`config.mk`:
```
export PLATFORM = sky130hd
export DESIGN_NAME = lfsr_gen_flat
export DESIGN_NICKNAME = d
export VERILOG_FILES = /design/src/rtl/lfsr_gen_if.sv /design/src/rtl/lfsr_gen.sv /design/src/flat_wrapper.sv
export SDC_FILE = /design/constraint.sdc
export NUM_CORES = 1
export LEC_CHECK = 0
export BUFFER_PORTS_ARGS = -buffer_cell sky130_fd_sc_hd__buf_2
export CAP_MARGIN = 20
export CORE_ASPECT_RATIO = 2
export CORE_UTILIZATION = 55
export DETAILED_ROUTE_END_ITERATION = 12
export PLACE_DENSITY = 0.79
export SYNTH_ARGS = -nofsm -noshare
export SYNTH_HDL_FRONTEND = slang
export SYNTH_SLANG_ARGS = --single-unit
```
`constraint.sdc`:
```
create_clock -name clk -period 4.8 [get_ports clk]
set_input_delay 0.96 -clock clk [delete_from_list [all_inputs] [get_ports clk]]
set_output_delay 0.96 -clock clk [all_outputs]
set_load 0.02 [all_outputs]
```
`src/rtl/lfsr_gen_if.sv`:
```
// Control/status bundle for lfsr_gen: step/load controls in, state and period status out.
interface lfsr_gen_if #(
  parameter int WIDTH = 8
);
  logic             enable;
  logic             load;
  logic [WIDTH-1:0] seed_in;
  logic [WIDTH-1:0] data_out;
  logic             wrap;
  logic [WIDTH-1:0] period_len;
  logic             seed_err;

  modport master (
    output enable, load, seed_in,
    input  data_out, wrap, period_len, seed_err
  );

  modport slave (
    input  enable, load, seed_in,
    output data_out, wrap, period_len, seed_err
  );
endinterface

```
`src/rtl/lfsr_gen.sv`:
```
// Fibonacci/Galois LFSR with seed load, zero-seed guard and period measurement.
// Latency: one cycle from enable/load to data_out; no backpressure, steps whenever enabled.
module lfsr_gen #(
  parameter int             WIDTH = 8,
  parameter logic [WIDTH-1:0] TAPS = 8'hB8,
  parameter int             MODE  = 0,
  parameter logic [WIDTH-1:0] SEED = 1
) (
  input  logic       clk,
  input  logic       reset,
  lfsr_gen_if.slave  bus
);

  localparam logic [WIDTH-1:0] ONE      = {{(WIDTH-1){1'b0}}, 1'b1};
  localparam logic [WIDTH-1:0] RST_SEED = (SEED == '0) ? ONE : SEED;

  logic [WIDTH-1:0] state;
  logic [WIDTH-1:0] ref_seed;
  logic [WIDTH-1:0] step_cnt;
  logic [WIDTH-1:0] period_len;
  logic             wrap;
  logic             seed_err;
  logic [WIDTH-1:0] step_val;
  logic [WIDTH-1:0] load_val;
  logic             fb;

  always_comb begin
    fb       = ^(state & TAPS);
    step_val = {state[WIDTH-2:0], fb};
    if (MODE == 1) begin
      step_val = (state >> 1) ^ (state[0] ? TAPS : '0);
    end
    load_val = (bus.seed_in == '0) ? ONE : bus.seed_in;
  end

  always_ff @(posedge clk) begin
    if (reset) begin
      state      <= RST_SEED;
      ref_seed   <= RST_SEED;
      step_cnt   <= '0;
      period_len <= '0;
      wrap       <= 1'b0;
      seed_err   <= 1'b0;
    end else if (bus.load) begin
      state    <= load_val;
      ref_seed <= load_val;
      step_cnt <= '0;
      wrap     <= 1'b0;
      if (bus.seed_in == '0) begin
        seed_err <= 1'b1;
      end
    end else if (bus.enable) begin
      if (state == '0) begin
        // Upset into the lock-up state: restart the sequence from the reference seed.
        state    <= ref_seed;
        step_cnt <= '0;
        wrap     <= 1'b0;
        seed_err <= 1'b1;
      end else begin
        state <= step_val;
        if (step_val == ref_seed) begin
          wrap       <= 1'b1;
          period_len <= step_cnt + 1'b1;
          step_cnt   <= '0;
        end else begin
          wrap     <= 1'b0;
          step_cnt <= step_cnt + 1'b1;
        end
      end
    end else begin
      wrap <= 1'b0;
    end
  end

  assign bus.data_out   = state;
  assign bus.wrap       = wrap;
  assign bus.period_len = period_len;
  assign bus.seed_err   = seed_err;

endmodule

```
`src/flat_wrapper.sv`:
```
// flat-port wrapper written by rule: the top's interface ports become plain ports
module lfsr_gen_flat 
#(
  parameter int             WIDTH = 8,
  parameter logic [WIDTH-1:0] TAPS = 8'hB8,
  parameter int             MODE  = 0,
  parameter logic [WIDTH-1:0] SEED = 1
)
  (clk, reset, bus_enable, bus_load, bus_seed_in, bus_data_out, bus_wrap, bus_period_len, bus_seed_err);
  lfsr_gen_if #(.WIDTH(WIDTH)) bus_i ();
  input  logic clk;
  input  logic reset;
  input wire logic [$bits(bus_i.enable)-1:0] bus_enable;
  input wire logic [$bits(bus_i.load)-1:0] bus_load;
  input wire logic [$bits(bus_i.seed_in)-1:0] bus_seed_in;
  output wire logic [$bits(bus_i.data_out)-1:0] bus_data_out;
  output wire logic [$bits(bus_i.wrap)-1:0] bus_wrap;
  output wire logic [$bits(bus_i.period_len)-1:0] bus_period_len;
  output wire logic [$bits(bus_i.seed_err)-1:0] bus_seed_err;
  assign bus_i.enable = bus_enable;
  assign bus_i.load = bus_load;
  assign bus_i.seed_in = bus_seed_in;
  assign bus_data_out = bus_i.data_out;
  assign bus_wrap = bus_i.wrap;
  assign bus_period_len = bus_i.period_len;
  assign bus_seed_err = bus_i.seed_err;
  lfsr_gen #(.WIDTH(WIDTH), .TAPS(TAPS), .MODE(MODE), .SEED(SEED)) u_core (.clk(clk), .reset(reset), .bus(bus_i));
endmodule
```
==> results.md, run 1 <==
- The clock net in this run drives a total of 34 sinks.
- The number of flops mapped to enable cells by yosys is 0.
- During synthesis, Yosys emitted a total of 0 warnings.
- Buffers inserted to repair hold after CTS numbered 0.
- The final number of hold-violating endpoints is 0.
- When the netlist entered floorplanning its net count stood at 208.
- The number of max-slew violations in the final report is 0.
- Of all flip-flops after synthesis, the portion carrying an async set or reset was 0%.
- For the worst setup path, the data required time is 4.96 ns.
- Synthesis inferred 34 register bits.
- Summing the sequential cell areas from Yosys gives 40.54% of the chip area.
- The number of max-capacitance violations reported is 0.
- The global placement routability congestion is 0.8213.
- The routed design could run at a clock period as short as 2.284 ns.
- The met3 demand-to-capacity share in global routing is 6.630%.
- The total congestion overflow after global routing is 0.
- The floorplan has 28 rows.
- Summing every instance area after synthesis gives 1679 sq um.
- The largest buffer count on any clock path is 2.
- For the final routed database, the setup TNS stands at 0 ns.
- The critical path in this run is classified as in2reg.
- The placed instances occupy a cell area of 1808 sq um.
- The setup fix buffers added after clock tree synthesis is 0.
- The arrival time at the worst endpoint is 2.44 ns.
- The largest voltage drop on the vdd net is 0.2399 mV.
- The share of layout cells above drive strength 1 is 18.81%.
- The HPWL after detailed placement is 2.769 mm.
- 30 I/O pins were placed.
- The number of routed nets with antenna violations is 0.
- Along the worst hold path, the cell count comes to 2.
- The largest incremental delay on the critical path is 0.50 ns.
- In this run, post-CTS repair resized a total of 0 instances.
- For the final database, setup skew stands at 0.006975 ns.
- The die outline area is 3291 sq um.
- After detailed routing, the average wire length per cell comes to 15.04 um.
- Summing all non-filler instances in the final layout gives an area of 1887 sq um.
- The height of the die is 80.14 um.
- Setup violations remaining at the end of the flow were counted as 0.
- Per report_power, the sequential group accounts for 51.8% of the total.
- The total area inside the core boundary comes to 2943 sq um.
- In this run, the number of DRC markers left after iteration 0 of detailed routing was 60.
- Using the TritonRoute via totals, the vias-per-cell ratio works out to 5.823.
- The first TritonRoute pass finished after 4 iterations.
- The distinct cell type count of the synthesized netlist is 37.
- The internal power of the cells totals 0.4241 mW.
- The worst path buffer plus inverter count is 1.
- The share of total power consumed by net switching is 27.88%.
- Across every metal layer, demand over resource in global routing totals 26.63%.
- Summed over all nets, the switching power comes to 0.1639 mW.
- The kind of cell adding the most delay to the critical path is simple AND/OR/NAND/NOR gates.
- Setup repair after global routing left no endpoint under its margin.
- For this run, global-route usage on met1 was measured as 24.96%.
- The worst register-to-register path has a depth of 7.
- Synthesis produced a netlist whose cell count is 194.
- Total power for the finished layout comes to 0.5880 mW.
- The library cell used as clock root buffer is sky130_fd_sc_hd__clkbuf_8.
- The worst pin sits at a relative slew slack of 55.61%.
- In the global route stage, met2 resource usage came out at 48.59%.
- The type of the worst min-delay path is reg2reg.
- The via count of the first global-routing pass came to 1358.
- The flow ran to the end, and the final reports show no timing, DRC or antenna violations.
- Across all register-to-register paths, the minimum setup slack is 2.52 ns.
- The clock reaches the later pin of the worst-skew pair after 0.29 ns.
- The combinational share of power is 14.3%.
- The first global-routing pass estimated 5.954 mm of wire.
- Clock-pin slew was measured on the worst setup and hold paths at 0.07 ns.
- STA classifies the critical path endpoint as a register.
- The tightest hold margin is 0.4790 ns.
- Of all nets on the critical path, the largest fanout is 26.
- The number of port buffers is 29.
- The TritonCTS clock tree is done.
- The layer flagged by global routing as most heavily used is met2.
- The total number of vias is 1444.
- The TritonCTS buffer count is 5.
- Entering global routing, the biggest net connects 27 pins.
- STA classifies the critical path startpoint as an input pin.
- The most used flip-flop cell after synthesis is sky130_fd_sc_hd__dfxtp_1.
- The cell depth of the worst setup path is 6.
- The cell with the biggest individual delay on the critical path is sky130_fd_sc_hd__nand4_1.
- The transition time at the pin with the least slew margin is 0.6607 ns.
- The chip width is 41.07 um.
- The detailed-route wire length is 3.730 mm.
- Derived from the worst setup path, the maximum achievable clock frequency is 437.7 MHz.
- Traced cell by cell, the critical path runs through buf_2 -> nand2b_1 -> a21oi_1 -> nand4_1 -> mux2i_1 -> nor2_1.
- The fraction of the cycle the final worst path needs is 47.59%.
- The starting utilization of the core area is 57.06%.
- The power density over cell area is 311.6 nW/um^2.
- The number of antenna violations at the first check in global routing is 0.
- The net total in the final layout is 232.
- The synthesized area per cell is 8.655 sq um.
- The H-tree was split into 2 levels.
- The static power due to leakage is 0.8628 nW.
- The antenna diode count is 0.
- The signed area change from the synthesized netlist to the final layout is 12.37%.
- The clock share of power is 33.8%.
- The post-detailed-route DRC marker count is 0.
-- registers in the layout, summed over array words and instances (netlist names) --
signal,flops
u_core.ref_seed,8
u_core.bus.seed_err,1
u_core.bus.period_len,8
u_core.step_cnt,8
u_core.bus.data_out,8
u_core.bus.wrap,1
-- placed cells by master (no fill, tap or decap), types with 2 or more instances in the layout --
master and count:
sky130_fd_sc_hd__xnor2_1 4, sky130_fd_sc_hd__buf_2 29, sky130_fd_sc_hd__clkbuf_8 5, sky130_fd_sc_hd__nand2_1 9, sky130_fd_sc_hd__o21ai_0 6, sky130_fd_sc_hd__ha_1 2, sky130_fd_sc_hd__xor2_1 9, sky130_fd_sc_hd__nor2_1 25
sky130_fd_sc_hd__nand2b_1 13, sky130_fd_sc_hd__nand3_1 14, sky130_fd_sc_hd__nor3_1 3, sky130_fd_sc_hd__mux2i_1 13, sky130_fd_sc_hd__clkinv_2 2, sky130_fd_sc_hd__dfxtp_1 34, sky130_fd_sc_hd__inv_1 7, sky130_fd_sc_hd__a31oi_1 2
sky130_fd_sc_hd__nand4_1 4, sky130_fd_sc_hd__nor4_1 2, sky130_fd_sc_hd__a222oi_1 2, sky130_fd_sc_hd__a311o_1 2, sky130_fd_sc_hd__a21oi_1 16
-- cells in the mapped netlist (2+ instances only) --
library cell	instances	area (sq um)
sky130_fd_sc_hd__nand2b_1	13	81.33
sky130_fd_sc_hd__ha_1	2	25.02
sky130_fd_sc_hd__nand2_1	9	33.78
sky130_fd_sc_hd__dfxtp_1	34	680.7
sky130_fd_sc_hd__nand4_1	4	25.02
sky130_fd_sc_hd__nor2_1	25	93.84
sky130_fd_sc_hd__a31oi_1	2	12.51
sky130_fd_sc_hd__nand3_1	14	70.07
sky130_fd_sc_hd__mux2i_1	13	130.1
sky130_fd_sc_hd__xnor2_1	4	35.03
sky130_fd_sc_hd__a222oi_1	2	20.02
sky130_fd_sc_hd__a311o_1	2	20.02
sky130_fd_sc_hd__a21oi_1	16	80.08
sky130_fd_sc_hd__nor3_1	3	15.01
sky130_fd_sc_hd__clkbuf_1	9	33.78
sky130_fd_sc_hd__o21ai_0	6	30.03
sky130_fd_sc_hd__inv_1	7	26.28
sky130_fd_sc_hd__xor2_1	9	78.83
sky130_fd_sc_hd__nor4_1	2	12.51
-- worst reg2reg max path, cell delays in order, from the launching register on --
cell and delay (ns):
sky130_fd_sc_hd__dfxtp_1 0.42, sky130_fd_sc_hd__inv_1 0.10, sky130_fd_sc_hd__ha_1 0.29, sky130_fd_sc_hd__xnor3_2 0.27, sky130_fd_sc_hd__xnor2_2 0.19, sky130_fd_sc_hd__nand4_1 0.51
sky130_fd_sc_hd__mux2i_1 0.32, sky130_fd_sc_hd__nor2_1 0.05
-- logic make-up after synthesis --
logic type,Yosys count,synth area share (%)
DFF,34,40.54
buffers and inverters,19,4.769
muxes,13,7.749
xor gates and xnor gates,15,9.166
and+or+nand+nor,79,24.44
AOI/OAI and AO/OA,32,11.85
adders and majority gates,2,1.490
-- final timing paths --
| kind | from | end |
|---|---|---|
| hold reg to reg | u_core.bus.seed_err | u_core.bus.seed_err |
| setup / recovery | bus_enable | u_core.bus.period_len[1] |
| hold / removal | u_core.bus.seed_err | u_core.bus.seed_err |
| setup reg to reg | u_core.bus.data_out[4] | u_core.bus.period_len[1] |
-- routing by layer --
metal / vias up / share of wire [%] / wire (um)
li1: 717 / - / -
met1: 692 / 37 / 1382
met2: 30 / 59 / 2199
met3: 5 / 2.4 / 89
met4: 0 / 1.6 / 59
met5: - / 0 / 0
-- cell type report --
| type | instances | area, sq um |
|---|---|---|
| clock inverters | 2 | 10.01 |
| clock buffers | 5 | 68.82 |
| multi-input cells | 141 | 918.4 |
| flip-flops and latches | 34 | 680.7 |
| repair buffers | 29 | 145.1 |
| well taps | 30 | 37.54 |
| fillers | 269 | 1056 |
| inverters | 7 | 26.28 |
-- stage by stage --
step,setup slack [ns],util (%),std cells
after global placement,2.212,61.44,241
after floorplan,2.785,-,194
final,2.516,64.12,248
after detailed placement,2.196,61.44,241
after global routing,2.294,64.12,248
after CTS,2.432,64.12,248
-- power groups by stage --
stage	clock network, mW	logic (mW)	registers [mW]
after floorplan	0	0.0578	0.314
after global placement	0	0.0825	0.311
after detailed placement	0	0.0839	0.311
after CTS	0.203	0.0845	0.305
after global routing	0.215	0.0922	0.306
final	0.199	0.0843	0.305
Note: power is estimated with default switching activity, not from simulation.
==> inputs of run 2 (changes only) <==
Settings changed: CORE_UTILIZATION 55 to 49, PLACE_DENSITY 0.79 to 0.74.
Clock period 4.8 ns to 1.8 ns, I/O delays scaled along.
==> run 2 against run 1 <==
The run now ends with design-rule violations, negative setup slack left. Core utilization increased by 3.4 points. Sequential share of layout area fell by 4.4 points. Hold slack worse by 0.12 ns. Worst setup slack worse by 2.6 ns. First-iteration DRC count fell by 38%. Design area is 16% higher. Total power grew to 2.9 times the previous value. Cell count up 10%. Via count up 9.3%.
==> results.md, run 2 (synthesis gave the netlist of run 1 again) <==
- In this run, CTS created clock tree buffers numbering 5.
- The run finished, with violations left.
- The startpoint identified for the worst hold timing path is bus_seed_in[1].
- The number of clock sinks is 34.
- The nature of the critical path endpoint is a register.
- The via count of the first global-routing pass is 1607.
- The fmax is 544.9 MHz.
- The library cell used as clock root buffer is sky130_fd_sc_hd__clkbuf_8.
- The number of routed nets with antenna violations is 0.
- The post-detailed-route wirelength per cell is 15.07 um.
- The starting utilization of the core area is 52.00%.
- The final layout contains routed wiring with a total length of 4.113 mm.
- The fraction of the cycle the final worst path needs is 101.9%.
- The core box area is 3229 sq um.
- The number of antenna diodes in the final layout is 0.
- The die covers 3679 sq um.
- Walking the worst path, the cells encountered are inv_4 -> ha_4 -> xnor3_2 -> xnor2_2 -> buf_4 -> a31oi_4 -> buf_6 -> nand3b_1 -> a31oi_1.
- The net total in the final layout is 255.
- The final count of negative-setup-slack endpoints is 12.
- The HPWL after detailed placement is 2.904 mm.
- Global routing used 25.17% of the available tracks across all layers.
- On the worst path, the slowest cell contributes a delay of 0.36 ns.
- Max-cap violations in this run came to 0.
- Summing all multi-input logic gate instances after layout gives 1002 sq um.
- The total of hold buffers inserted after clock tree synthesis is 0.
- The clock arrives with 0.004435 ns of skew.
- The mean number of vias per cell is 5.780.
- The number of levels in the clock H-tree is 2.
- At the worst endpoint, the arrival time is 2.05 ns.
- Combinational logic is responsible for 19.2% of the overall power.
- The combined flip-flop and latch cell area is 689.4 sq um.
- The number of top-level design ports is 30.
- Compared with the post-synthesis result, the final layout area differs by 29.81%.
- Excluding fillers, the count of instances in the completed layout stands at 273.
- The path with the worst hold slack has its endpoint at u_core.ref_seed[1].
- The worst slew margin relative to its limit is 68.95%.
- The largest buffer count on any clock path is 2.
- Timing analysis after detailed placement gives a worst setup slack of -0.05920 ns.
- The cell with the biggest individual delay on the critical path is sky130_fd_sc_hd__dfxtp_4.
- Setup repair after global routing could not meet its margin everywhere.
- The worst reg-to-reg setup slack is -0.04 ns.
- At the worst endpoint, the required time is 2.02 ns.
- The endpoint of the most critical register-to-register path is u_core.step_cnt[2].
- The power spent charging and discharging nets is 0.4651 mW.
- Across all layers, the routed design uses 1578 vias.
- The number of cells in the design after placement is 260.
- Fill cells in the final layout number 283.
- Net switching is 27.25% of the power.
- Summed over all layers, the global routing overflow is 0.
- In this run the tool buffered the top-level ports with 29 buffer cells.
- The analysis attributes to cell leakage a power of 0.9983 nW.
- The chip width is 43.39 um.
- The total number of placement rows is 29.
- The start point of the critical path is u_core.bus.data_out[5].
- The library cells used most frequently in the layout, excluding fill and tap cells, are sky130_fd_sc_hd__dfxtp_1, sky130_fd_sc_hd__buf_2, sky130_fd_sc_hd__nor2_1.
- Once routing completed, OpenROAD measured the worst setup slack at -0.03506 ns.
- The worst register-to-register path begins at u_core.bus.data_out[5].
- Of the total power, the clock network draws 33.6%.
- The transition time at the pin with the least slew margin is 0.4657 ns.
- For the final routed database, the setup TNS stands at -0.2213 ns.
- The worst setup path is launched from a register.
- The placed standard-cell area is 1962 sq um.
- The clock input transition at the sequential cells of the worst setup and hold paths is 0.06 ns.
- Cells with a size suffix above 1 make up 34.71% of the layout.
- The latest clock arrival within the worst-skew pair is 0.29 ns.
- The critical path class is reg2reg.
- The final number of hold-violating endpoints is 0.
- The largest voltage drop on the vdd net is 0.8839 mV.
- Subtracting the final worst setup slack from the clock period gives 1.835 ns.
- The global placement routability congestion is 0.8956.
- The checks that failed: design-rule violations, negative setup slack.
- The number of antenna violations at the first check in global routing is 0.
- For this run, design rule violations remaining after detail routing come to 3.
- The length of the first detailed-routing pass in iterations is 9.
- The peak fanout along the critical path is 7.
- At the end of the flow the core is filled with cells to 67.49%.
- The height of the die is 84.79 um.
- The violation count after the first detailed-routing iteration is 37.
- The min-delay analysis places its worst path in the category in2reg.
- The TritonCTS clock tree is done.
- The power density over cell area is 783.1 nW/um^2.
- Of the total power, registers draw 47.2%.
- With fillers left out, the area of the finished cells amounts to 2180 sq um.
- The internal portion of the total power is 1.242 mW.
- The worst hold path was traced through 3 stages.
- The first-pass GRT wire length is 6.927 mm.
- The library cell used most frequently in the layout, excluding fill and tap cells, is sky130_fd_sc_hd__dfxtp_1.
- The pin count of the biggest net entering global routing is 27.
- The number of max-slew violations in the final report came to 0.
- The worst register-to-register path has a depth of 9.
==> run 2: timing repair <==
item	4_1_cts	5_1_grt
setup buffers	3	1
pin swaps	4	8
cloned	1	0
endpoints found under the setup margin	16	20
gates resized for setup	5	16
==> run 2: how the worst max path moves through the flow <==
stage,cells past startpoint,slack (ns),endpoint
6_report,9,-0.04,u_core.step_cnt[2]
5_1_grt,9,-0.14,u_core.step_cnt[2]
4_1_cts,8,0.007,u_core.bus.period_len[0]
3_5_place_dp,8,-0.06,u_core.bus.period_len[0]
3_3_place_gp,8,-0.03,u_core.bus.period_len[1]
2_1_floorplan,8,0.004,u_core.bus.period_len[7]
==> run 2: power by group through the flow <==
stage	combinational, mW	sequential, mW	clock [mW]
3_3_place_gp	0.281	0.822	0
6_report	0.328	0.806	0.573
3_5_place_dp	0.284	0.822	0
4_1_cts	0.313	0.805	0.588
2_1_floorplan	0.161	0.837	0
5_1_grt	0.356	0.808	0.624
==> run 2: final cells by class <==
cell class | count | area share, %
multi-input cells | 141 | 45.98
flip-flops and latches | 34 | 31.63
repair buffers | 52 | 15.10
clock buffers | 7 | 3.961
well taps | 31 | 1.780
inverters | 7 | 1.320
clock inverters | 1 | 0.2296
==> run 2: critical path, delay by kind of cell, from the launching register on <==
kind | cells | cell delay [ns]
and+or+nand+nor | 1 | 0.08
AOI/OAI and AO/OA | 2 | 0.30
xor gates and xnor gates | 2 | 0.42
adders and majority gates | 1 | 0.25
buffers and inverters | 3 | 0.35
DFF | 1 | 0.36
==> run 2: stage by stage <==
stage	power (mW)	hold WS, ns
after floorplan	0.9985	0.4578
after global placement	1.103	0.4563
after detailed placement	1.106	0.4581
after CTS	1.706	0.3454
after global routing	1.788	0.3654
final	1.707	0.3546
==> run 2: metal layers <==
| layer | routed length (um) | GRT usage (%) | part of all wire, % | vias up |
|---|---|---|---|---|
| met5 | 0 | 0 | 0 | - |
| li1 | - | - | - | 767 |
| met3 | 144 | 4.731 | 3.5 | 20 |
| met2 | 2235 | 44.77 | 54 | 51 |
| met4 | 229 | 16.48 | 5.6 | 0 |
| met1 | 1504 | 25.14 | 37 | 740 |
